### src/rtl/antidiff_pkg.sv
// antidiff_pkg: shared FSM state type, signed bound helpers and order clamp for the anti-difference engine
package antidiff_pkg;

    typedef enum logic [1:0] {IDLE, RUN, FINISH} state_t;

    // Largest representable value of a w-bit two's complement number
    function automatic longint smax(input int w);
        return (longint'(1) <<< (w - 1)) - 1;
    endfunction

    // Smallest representable value of a w-bit two's complement number
    function automatic longint smin(input int w);
        return -(longint'(1) <<< (w - 1));
    endfunction

    // Requested pass count limited to what the engine supports
    function automatic int clamp_ord(input int order_sel, input int max_order);
        return (order_sel > max_order) ? max_order : order_sel;
    endfunction

endpackage

### src/rtl/antidiff_sat_add.sv
// antidiff_sat_add: combinational WIDTH-bit signed add, saturating or wrapping, with overflow flag
//   a, b   : signed operands
//   sat_en : 1 clamps to the signed range on overflow, 0 keeps the low WIDTH bits
//   sum    : result
//   ovf    : true sum fell outside the WIDTH-bit signed range
module antidiff_sat_add
    import antidiff_pkg::*;
#(
    parameter int WIDTH = 16
) (
    input  logic signed [WIDTH-1:0] a,
    input  logic signed [WIDTH-1:0] b,
    input  logic                    sat_en,
    output logic signed [WIDTH-1:0] sum,
    output logic                    ovf
);
    localparam logic signed [WIDTH-1:0] SMAX = WIDTH'(smax(WIDTH));
    localparam logic signed [WIDTH-1:0] SMIN = WIDTH'(smin(WIDTH));

    logic signed [WIDTH:0] s;

    assign s   = {a[WIDTH-1], a} + {b[WIDTH-1], b};
    // The top two bits of the extended sum disagree exactly when the result left the range
    assign ovf = s[WIDTH] ^ s[WIDTH-1];
    assign sum = (ovf && sat_en) ? (s[WIDTH] ? SMIN : SMAX) : s[WIDTH-1:0];
endmodule

### src/rtl/antidiff_engine_param.sv
// antidiff_engine_param: applies the running-sum operator ord times to a captured block, one element per clock
//   en/order_sel/sat_en/in : start pulse and block parameters, sampled together in IDLE
//   out/overflow           : result and sticky overflow of the last completed block, held between completions
//   busy                   : block in progress
//   done                   : one-cycle completion pulse
module antidiff_engine_param
    import antidiff_pkg::*;
#(
    parameter int WIDTH     = 16,
    parameter int LEN       = 19,
    parameter int MAX_ORDER = 4,
    parameter int ORD_W     = 3
) (
    input  logic                    clk,
    input  logic                    reset,
    input  logic                    en,
    input  logic [ORD_W-1:0]        order_sel,
    input  logic                    sat_en,
    input  logic signed [WIDTH-1:0] in  [LEN],
    output logic signed [WIDTH-1:0] out [LEN],
    output logic                    busy,
    output logic                    done,
    output logic                    overflow
);
    localparam int KW = $clog2(LEN);

    state_t                  state;
    logic signed [WIDTH-1:0] work [LEN];
    logic [KW-1:0]           k;
    logic [KW-1:0]           km1;
    logic [ORD_W-1:0]        p;
    logic [ORD_W-1:0]        ord;
    logic [ORD_W-1:0]        ord_in;
    logic                    sat;
    logic                    sticky;
    logic signed [WIDTH-1:0] sum;
    logic                    ovf;

    assign ord_in = ORD_W'(clamp_ord(int'(order_sel), MAX_ORDER));
    assign km1    = (k == '0) ? '0 : k - 1'b1;

    // Single shared adder; work[k-1] already holds its running sum for this pass
    antidiff_sat_add #(.WIDTH(WIDTH)) u_add (
        .a      (work[k]),
        .b      (work[km1]),
        .sat_en (sat),
        .sum    (sum),
        .ovf    (ovf)
    );

    always_ff @(posedge clk or posedge reset) begin
        if (reset) begin
            state    <= IDLE;
            busy     <= 1'b0;
            done     <= 1'b0;
            overflow <= 1'b0;
            sticky   <= 1'b0;
            sat      <= 1'b0;
            k        <= '0;
            p        <= '0;
            ord      <= '0;
            for (int i = 0; i < LEN; i++) begin
                out[i]  <= '0;
                work[i] <= '0;
            end
        end else begin
            done <= 1'b0;
            case (state)
                IDLE: if (en) begin
                    work   <= in;
                    ord    <= ord_in;
                    sat    <= sat_en;
                    sticky <= 1'b0;
                    busy   <= 1'b1;
                    k      <= '0;
                    p      <= '0;
                    state  <= (ord_in == '0) ? FINISH : RUN;
                end
                RUN: begin
                    if (k != '0) begin
                        work[k] <= sum;
                        sticky  <= sticky | ovf;
                    end
                    if (k == KW'(LEN - 1)) begin
                        k <= '0;
                        p <= p + 1'b1;
                        if (p == ord - 1'b1) state <= FINISH;
                    end else begin
                        k <= k + 1'b1;
                    end
                end
                FINISH: begin
                    out      <= work;
                    overflow <= sticky;
                    done     <= 1'b1;
                    busy     <= 1'b0;
                    state    <= IDLE;
                end
                default: state <= IDLE;
            endcase
        end
    end
endmodule

### config.mk
export PLATFORM = sky130hd
export DESIGN_NAME = antidiff_engine_param
export DESIGN_NICKNAME = d
export VERILOG_FILES = /design/src/rtl/antidiff_pkg.sv /design/src/rtl/antidiff_sat_add.sv /design/src/rtl/antidiff_engine_param.sv
export SDC_FILE = /design/constraint.sdc
export NUM_CORES = 2
export LEC_CHECK = 0
export ABC_AREA = 1
export BUFFER_PORTS_ARGS = -buffer_cell sky130_fd_sc_hd__clkbuf_2
export CAP_MARGIN = 20
export CORE_AREA = 2 2 259 261
export DETAILED_ROUTE_END_ITERATION = 12
export DIE_AREA = 0 0 261 263
export PLACE_DENSITY = 0.78
export SLEW_MARGIN = 20
export SYNTH_ARGS = -nofsm -noshare
export SYNTH_HDL_FRONTEND = slang
export SYNTH_SLANG_ARGS = --single-unit
### constraint.sdc
create_clock -name clk -period 41 [get_ports clk]
set_input_delay 2.05 -clock clk [delete_from_list [all_inputs] [get_ports clk]]
set_output_delay 2.05 -clock clk [all_outputs]
set_load 0.01 [all_outputs]
==> impl_metrics.yaml <==
status:
  status: "complete, no violations"
layout:
  nets: 5069
  final_cells: 5652
  antenna_cells: 0
  layout-area-overhead-vs-synth_pct: 17.81
  drive_above_1_share: 0.1949
routing:
  first_pass_iters: 7
  num_vias: 34510
  drc: 0
  wl_per_cell_um: 25.70
  drt_iter0_drc: 5631
  final_antenna_net_count: 0
  routed_wl_um: 145300
  viasPerCell: 6.106
yosys:
  synthTopCellsByArea: "dfrtp_1 48%, nand2_1 11%, a21oi_1 10%"
  syn_inst: 4291
  synth_cell_type_count: 50
  synth_edf_count: 0
  syn_nets: 4626
  synth_top_area_share: 0.4783
  synth-main-ff-cell: "dfrtp_1"
  syn-mean-instance-area_um2: 7.633
  syn_area_mm2: 0.03275
  synth_common_cells: "976 x nand2_1, 666 x a21oi_1, 626 x dfrtp_1"
  yosysSeqAreaShare: 0.4783
  yosysWarnings: 0
  async_reset_ff_frac: 1.000
  synth_largest_area_cell: "dfrtp_1"
  ys_ff_latch: 626
  synth_most_common_cell: "nand2_1"
critical_path:
  crit_start: "k[0]"
  endpoint: "work[257]"
  r2r-end: "work[257]"
  r2r-start: "k[0]"
  critPathLaunchType: "flop"
  crit_arrival_ps: 8540
  r2r_cells: 23
  cp-end-kind: "flop"
  crit_fanout: 84
  criticalPathCategory: "reg -> reg"
  required_ps: 41540
  rrSetupSlack_ps: 33000
flow_run:
  cap_viol_max_count: 0
floorplanning:
  io_pins: 618
  die_area_mm2: 0.06864
  fp.dieW_um: 261
  num_rows: 94
  coreArea_mm2: 0.06563
  die_h_um: 263
  start_util: 0.4990
placement:
  dpl.cell_count: 5524
  globalplace.congestion: 1.018
  portBuffers: 617
  hpwl_um: 102200
  pre_cts_ws_ps: 33090
sta:
  holdWs_ps: 479.6
  slew_headroom: 0.2260
  worst_pin_slew_ps: 1157
  setup_slack_ps: 33000
  fin_crit_sh: 0.1951
  skew_ps: 26.99
  finalHoldViolCount: 0
  drv_slew: 0
  period_needed_ps: 7999
  finalSetupViolCount: 0
  rsz0062_at_grt: "false"
  setup_tns_ps: 0
  max_clock_freq_mhz: 125.0
cts:
  cts_root_buf: "clkbuf_16"
  insertion_delay_ps: 630
  clock-sinks: 626
  cts.clk_slew.worst_paths_ps: 60
  cts_repair_resize_count: 0
  numCtsBuffers: 70
  holdBufCountCts: 0
  clock_path_buffers: 3
  cts_tree: "done"
  cts_setup_buffers: 0
  ctsHtreeMaxLevel: 3
grt:
  first_global_vias: 32366
  grt_overflow: 0
  grt_first_pass_wirelength_um: 209200
  grt_usage: 0.4118
  grt_max_degree: 179
  antenna_found_initial: 3
worst_hold_path:
  min-delay-start: "out[180]"
  min_path_type: "reg -> reg"
==> cell usage in the layout, fill, tap and decap left out, types with 11 or more instances in the layout <==
cell and count:
inv_1 292, clkbuf_1 11, nor2_1 472, o21ai_0 518
nand2_4 13, nand2_1 973, a22oi_1 46, a21oi_2 77
dfrtp_1 625, xor2_1 12, nor2_2 11, o22ai_1 20
a21oi_1 666, nand2_2 30, buf_4 41, nand3_1 66
clkbuf_2 617, ha_1 23, clkbuf_16 73, clkbuf_8 14
a211oi_1 16, o211ai_1 52
==> worst max-delay path, stage by stage, from the launching register on <==
cell,delay [ps]
dfrtp_4,620
inv_4,520
ha_1,520
nand2_2,220
nand2_4,530
clkinv_2,690
buf_4,630
nor2_1,180
o21ai_0,210
o211ai_1,500
nand3_1,220
nand2_1,110
ha_1,300
nand2_1,150
inv_1,50
a21oi_1,160
nand2_2,130
nand2_1,120
nand3_1,70
nand2_1,130
nand3_2,550
nand2_2,870
nand2_1,120
a21oi_1,180
==> state kept, by name, indices dropped and copies added (netlist names) <==
register,cells
overflow,1
k,5
ord,3
work,304
out,304
sticky,1
sat,1
p,3
done,1
busy,1
state,2
==> cells by family (layout without fill, tap and decap cells) <==
logic type      after synthesis  in the layout  synth area share
simple gates               1583           1583            0.1908
flops                       626            626            0.4783
compound gates             1434           1434            0.2411
buf+inv                     606           1103           0.07560
fa+ha+maj                    24             24          0.009398
xor+xnor                     18             18          0.004814
==> metal layers <==
layer	global-route usage	routed length [µm]	vias up
li1	-	-	15041
met1	0.5428	53350	16397
met2	0.6132	64000	2513
met3	0.1022	17690	557
met4	0.2454	10210	2
met5	0	13	-
==> area by class of cell <==
class | instances | area, µm²
clock buffers | 98 | 2061
flip-flops and latches | 626 | 15670
well taps | 864 | 1081
fillers | 6050 | 27040
inverters | 315 | 1202
repair buffers | 662 | 3466
clock inverters | 28 | 440.4
multi-input cells | 3059 | 14660
==> how the worst min path moves through the flow <==
stage,endpoint,slack [ps],depth (start not counted)
6_report,out[180],480,2
5_1_grt,out[185],500,2
4_1_cts,out[180],480,2
3_5_place_dp,out[180],470,2
3_3_place_gp,out[187],460,2
2_1_floorplan,out[224],480,2
==> per-stage QoR <==
| stage | instance area [µm²] | util |
|---|---|---|
| final | 38580 | 0.5879 |
| after global routing | 38580 | 0.5879 |
| after CTS | 38530 | 0.5871 |
| after detailed placement | 36030 | 0.5490 |
| after global placement | 36020 | 0.5488 |
| after floorplan | 32750 | - |
Power is not shown: default switching activity piles up to over one toggle a cycle in this logic, so the estimate is an artifact.
